File: src/rtl/mac_pipe_vec.sv
// Multi-lane signed dot-product multiply-accumulate with optional saturation.
// Latency: operands presented before edge k reach out/out_valid after edge k+MULT_STAGES.
// Backpressure: none; every stage advances every cycle, one sample per cycle.
module mac_pipe_vec #(
  parameter int INW         = 16,
  parameter int OUTW        = 64,
  parameter int LANES       = 4,
  parameter int MULT_STAGES = 1,
  parameter int SAT         = 0
) (
  input  logic                   clk,
  input  logic                   reset,
  input  logic [LANES*INW-1:0]   input0,
  input  logic [LANES*INW-1:0]   input1,
  input  logic [LANES-1:0]       lane_mask,
  input  logic [OUTW-1:0]        init_value,
  input  logic                   init_acc,
  input  logic                   input_valid,
  output logic [OUTW-1:0]        out,
  output logic                   out_valid,
  output logic                   overflow
);

  localparam int PW = 2 * INW;
  localparam int DW = PW + $clog2(LANES);

  // Full-precision signed lane product; operands are sign-extended first so
  // the truncated PW-bit result is exact.
  function automatic logic signed [PW-1:0] lane_prod(input logic signed [INW-1:0] a,
                                                      input logic signed [INW-1:0] b);
    return PW'(a) * PW'(b);
  endfunction

  logic signed [DW-1:0] dot_c;

  // Masked lane products summed into the sign-extended dot product.
  always_comb begin
    dot_c = '0;
    for (int l = 0; l < LANES; l++) begin
      if (lane_mask[l]) begin
        dot_c = dot_c + DW'(lane_prod(input0[l*INW +: INW], input1[l*INW +: INW]));
      end
    end
  end

  // Pipeline registers: dot, valid, init request and init value travel together
  // so a preload stays ordered against samples already in flight.
  logic signed [DW-1:0] dot_q  [MULT_STAGES];
  logic signed [DW-1:0] dot_d  [MULT_STAGES];
  logic                 vld_q  [MULT_STAGES];
  logic                 vld_d  [MULT_STAGES];
  logic                 init_q [MULT_STAGES];
  logic                 init_d [MULT_STAGES];
  logic [OUTW-1:0]      ival_q [MULT_STAGES];
  logic [OUTW-1:0]      ival_d [MULT_STAGES];

  // Shift the pipeline by one stage each cycle.
  always_comb begin
    dot_d[0]  = dot_c;
    vld_d[0]  = input_valid;
    init_d[0] = init_acc;
    ival_d[0] = init_value;
    for (int s = 1; s < MULT_STAGES; s++) begin
      dot_d[s]  = dot_q[s-1];
      vld_d[s]  = vld_q[s-1];
      init_d[s] = init_q[s-1];
      ival_d[s] = ival_q[s-1];
    end
  end

  // Pipeline state; reset discards every in-flight sample and preload.
  always_ff @(posedge clk) begin
    for (int s = 0; s < MULT_STAGES; s++) begin
      if (reset) begin
        dot_q[s]  <= '0;
        vld_q[s]  <= 1'b0;
        init_q[s] <= 1'b0;
        ival_q[s] <= '0;
      end else begin
        dot_q[s]  <= dot_d[s];
        vld_q[s]  <= vld_d[s];
        init_q[s] <= init_d[s];
        ival_q[s] <= ival_d[s];
      end
    end
  end

  // Last-stage view of the pipeline as seen by the accumulator.
  logic signed [DW-1:0] last_dot;
  logic                 last_vld;
  logic                 last_init;
  logic [OUTW-1:0]      last_ival;

  assign last_dot  = dot_q[MULT_STAGES-1];
  assign last_vld  = vld_q[MULT_STAGES-1];
  assign last_init = init_q[MULT_STAGES-1];
  assign last_ival = ival_q[MULT_STAGES-1];

  logic [OUTW-1:0]     acc_q, acc_d;
  logic                out_vld_q, out_vld_d;
  logic                ovf_q, ovf_d;
  logic signed [OUTW:0] base_x;
  logic signed [OUTW:0] sum_x;
  logic                add_ovf;
  logic [OUTW-1:0]     add_res;

  // One-bit-wider add; a preload in the same cycle replaces the old
  // accumulator as the addend base.
  always_comb begin
    base_x  = last_init ? (OUTW+1)'(signed'(last_ival)) : (OUTW+1)'(signed'(acc_q));
    sum_x   = base_x + (OUTW+1)'(last_dot);
    add_ovf = sum_x[OUTW] ^ sum_x[OUTW-1];
    if ((SAT != 0) && add_ovf) begin
      add_res = sum_x[OUTW] ? {1'b1, {(OUTW-1){1'b0}}} : {1'b0, {(OUTW-1){1'b1}}};
    end else begin
      add_res = sum_x[OUTW-1:0];
    end
  end

  // Accumulator next state: init+valid, init only, valid only, or hold.
  always_comb begin
    acc_d     = acc_q;
    out_vld_d = 1'b0;
    ovf_d     = ovf_q;
    case ({last_init, last_vld})
      2'b11: begin
        acc_d     = add_res;
        out_vld_d = 1'b1;
        ovf_d     = add_ovf;
      end
      2'b10: begin
        acc_d = last_ival;
        ovf_d = 1'b0;
      end
      2'b01: begin
        acc_d     = add_res;
        out_vld_d = 1'b1;
        ovf_d     = ovf_q | add_ovf;
      end
      default: ;
    endcase
  end

  // Accumulator, valid pulse and sticky overflow registers.
  always_ff @(posedge clk) begin
    if (reset) begin
      acc_q     <= '0;
      out_vld_q <= 1'b0;
      ovf_q     <= 1'b0;
    end else begin
      acc_q     <= acc_d;
      out_vld_q <= out_vld_d;
      ovf_q     <= ovf_d;
    end
  end

  assign out       = acc_q;
  assign out_valid = out_vld_q;
  assign overflow  = ovf_q;

endmodule

File: config.mk
export PLATFORM = sky130hd
export DESIGN_NAME = mac_pipe_vec
export DESIGN_NICKNAME = d
export VERILOG_FILES = /design/src/rtl/mac_pipe_vec.sv
export SDC_FILE = /design/constraint.sdc
export NUM_CORES = 2
export LEC_CHECK = 0
export BUFFER_PORTS_ARGS = -buffer_cell sky130_fd_sc_hd__buf_2
export CAP_MARGIN = 20
export CORE_MARGIN = 10
export CORE_UTILIZATION = 30
export DETAILED_ROUTE_END_ITERATION = 10
export SKIP_LAST_GASP = 1
export SLEW_MARGIN = 20
export SYNTH_ARGS = -nofsm -noshare
export SYNTH_HDL_FRONTEND = slang
export SYNTH_SLANG_ARGS = --single-unit
File: constraint.sdc
create_clock -name clk -period 37.6 [get_ports clk]
set_input_delay 1.88 -clock clk [delete_from_list [all_inputs] [get_ports clk]]
set_output_delay 1.88 -clock clk [all_outputs]
set_load 0.01 [all_outputs]
==> impl_metrics.toml <==
[critical_path]
arrival_ps = 21240
cp_max_fo = 16
critPathKind = "in -> reg"
path_common_cell = "fa_1"
cp-end-kind = "flip-flop"
regToRegSetupSlack_ps = 32630
slowest_stage = "a221oi_1"
critPathLaunchType = "primary input"
crit_path_end = "dot_q[0][30]"
reg2reg_from = "init_q[0]"
cp.required_ps = 37890
slowest_delay_ps = 600
ff2ff_path_depth = 14
crit_start = "input0[10]"
reg2reg_to = "out[53]"

[cts]
cts_hold_buf = 0
path_clk_slew_ps = 70
cts_buffer_depth = 2
htree_levels = 4
cts_tree = "built"
cts-buffers-inserted = 17
clk_latency_ps = 470
cts.sinks = 166
postCtsSetupRepairBufs = 0
cts_root_buf = "clkbuf_16"
cts_resized = 0

[route]
drc = 0
drt_iter0_drc = 2180
wl_per_cell_um = 18.92
vias = 40423
routed_wl_um = 159400
avgViaCountPerCell = 4.798
dr.pass1.iters = 5
ant_nets = 0

[sta]
setup_viol = 0
finClkSkew_ps = 14.69
rsz0062_at_grt = "false"
final_max_slew_viol_count = 0
fin_crit_ps = 20950
hold_viol_final = 0
timing.hold.ws_ps = 472.9
timing.final.crit_share_pct = 55.71
max_freq_mhz = 47.74
setup-tns-final_ps = 0
worstMarginPinSlew_ps = 1084
maxSlewHeadroom_pct = 27.72

[synthesis]
synth_cell_types = 94
ys_warn_count = 0
syn-cell-area_sq_um = 54000
synth_seq_cells = 166
yosysTopAreaCell = "fa_1"
yosys-top-cells-count = "inv_1 (1255), fa_1 (1178), nand2_1 (752)"
synth_nets = 7795
synth_xor_area_share_pct = 2.963
syn_inst = 5962
synth_simple_gate_area_share_pct = 15.09
syn_avg_cell_area_sq_um = 9.058
yosysSeqAreaShare_pct = 6.154
synth_top_family_by_area = "adder cells"
async_flop_share_pct = 0
synth_fa_ha_area_share_pct = 54.21
yosysMostFrequentCell = "inv_1"
ys.flop_type = "dfxtp_1"
yosys.area.top_type_share_pct = 43.67
synth_edf_count = 0
synthMuxAreaShare_pct = 2.002
netlist_top_cells_area = "fa_1 (44%), ha_1 (11%), inv_1 (8.7%)"
synth-compound-area-share_pct = 9.156

[status]
outcome = "finished clean"

[grt]
grt_start_max_net_pins = 87
track_usage_pct = 16.34
grt_pass1_wl_um = 257700
antenna_found_initial = 38
grt_pass1_vias = 44737
grt_util_met3_pct = 1.977
overflow = 0
grt_util_met1_pct = 20.90
busiest_layer = "met2"
use_met2_pct = 28.24

[placed_design]
place.gp.congestion = 0.9138
numPortBuffers = 265
hpwl_um = 136000

[finish]
nNetsFinal = 7876
area_delta_synth_final_pct = 7.622
layout-drive-gt1-share_pct = 7.332
fillCellCount = 18685

[floorplan]
die_w_um = 444.3
ios = 266
start_util_pct = 30.20
die_y_um = 444.3
dieArea_sq_um = 197400
num_rows = 155
coreArea_sq_um = 178800

[run]
maxCapViolCount = 0

[worst_hold_path]
min_path_type = "reg -> reg"
[cells in the final DEF (no fill, tap or decap), types with 78 or more instances in the layout]
cell type and n:
inv_1 1255, fa_1 1178, nand2_1 752, ha_1 454
and2_1 416, buf_2 264, a21oi_1 203, nor2_1 167
dfxtp_1 165, o21ai_0 123, xnor2_1 118, nor2b_1 89
mux2_2 84, nand2b_1 78
[flip-flops by register name, summed over array words and instances, names as in the netlist]
signal and cells:
overflow 1, out_valid 1, out 64, vld_q 1, ival_q 64, dot_q 34
init_q 1
[worst min-delay path by stage]
stage | startpoint | end | slack [ps] | depth (start not counted)
2_1_floorplan | ival_q[0][36] | out[36] | 450 | 2
3_3_place_gp | out[40] | out[40] | 460 | 2
3_5_place_dp | out[42] | out[42] | 470 | 2
4_1_cts | out[42] | out[42] | 480 | 2
5_1_grt | out[42] | out[42] | 510 | 2
6_report | out[42] | out[42] | 470 | 2
[cell families (layout without fill, tap and decap cells)]
family          count (synthesis)  in the layout
flops                         166            166
xor+xnor                      181            181
buf+inv                      1477           1571
compound gates                732            732
other cells                     0             14
mux                            97             97
simple gates                 1676           1676
fa+ha+maj                    1633           1633
[cell type report]
cell class | count | area, sq um | share of cell area, %
clock inverters | 15 | 148.9 | 0.2562
flip-flops and latches | 166 | 3327 | 5.724
diodes | 14 | 35.03 | 0.06028
repair buffers | 282 | 1456 | 2.506
multi-input cells | 4319 | 45060 | 77.53
clock buffers | 17 | 425.4 | 0.7319
well taps | 2355 | 2947 | 5.070
inverters | 1257 | 4718 | 8.118
[routing by layer]
layer	vias up	routed length, um
li1	18502	-
met1	20710	67410
met2	941	78660
met3	246	6782
met4	24	6352
met5	-	155
[critical path, delay by kind of cell]
kind | cells | cell delay, ps
XOR/XNOR | 4 | 850
AO/OA/AOI/OAI | 18 | 4860
buffers and inverters | 10 | 760
AND/OR/NAND/NOR | 6 | 1080
multiplexers | 1 | 290
adder cells (fa/ha/maj) | 25 | 11490
[per-stage QoR]
stage | std cells | utilization (%) | cell area (sq um) | setup slack [ps]
finish | 8425 | 32.50 | 58120 | 16650
global route | 8422 | 32.50 | 58110 | 15670
CTS | 8411 | 32.48 | 58090 | 16690
detailed placement | 8379 | 32.16 | 57510 | 16280
global placement | 8379 | 32.16 | 57510 | 16250
floorplan | 5962 | - | 54000 | 18450
Power is not shown: default switching activity piles up to over one toggle a cycle in this logic, so the estimate is an artifact.
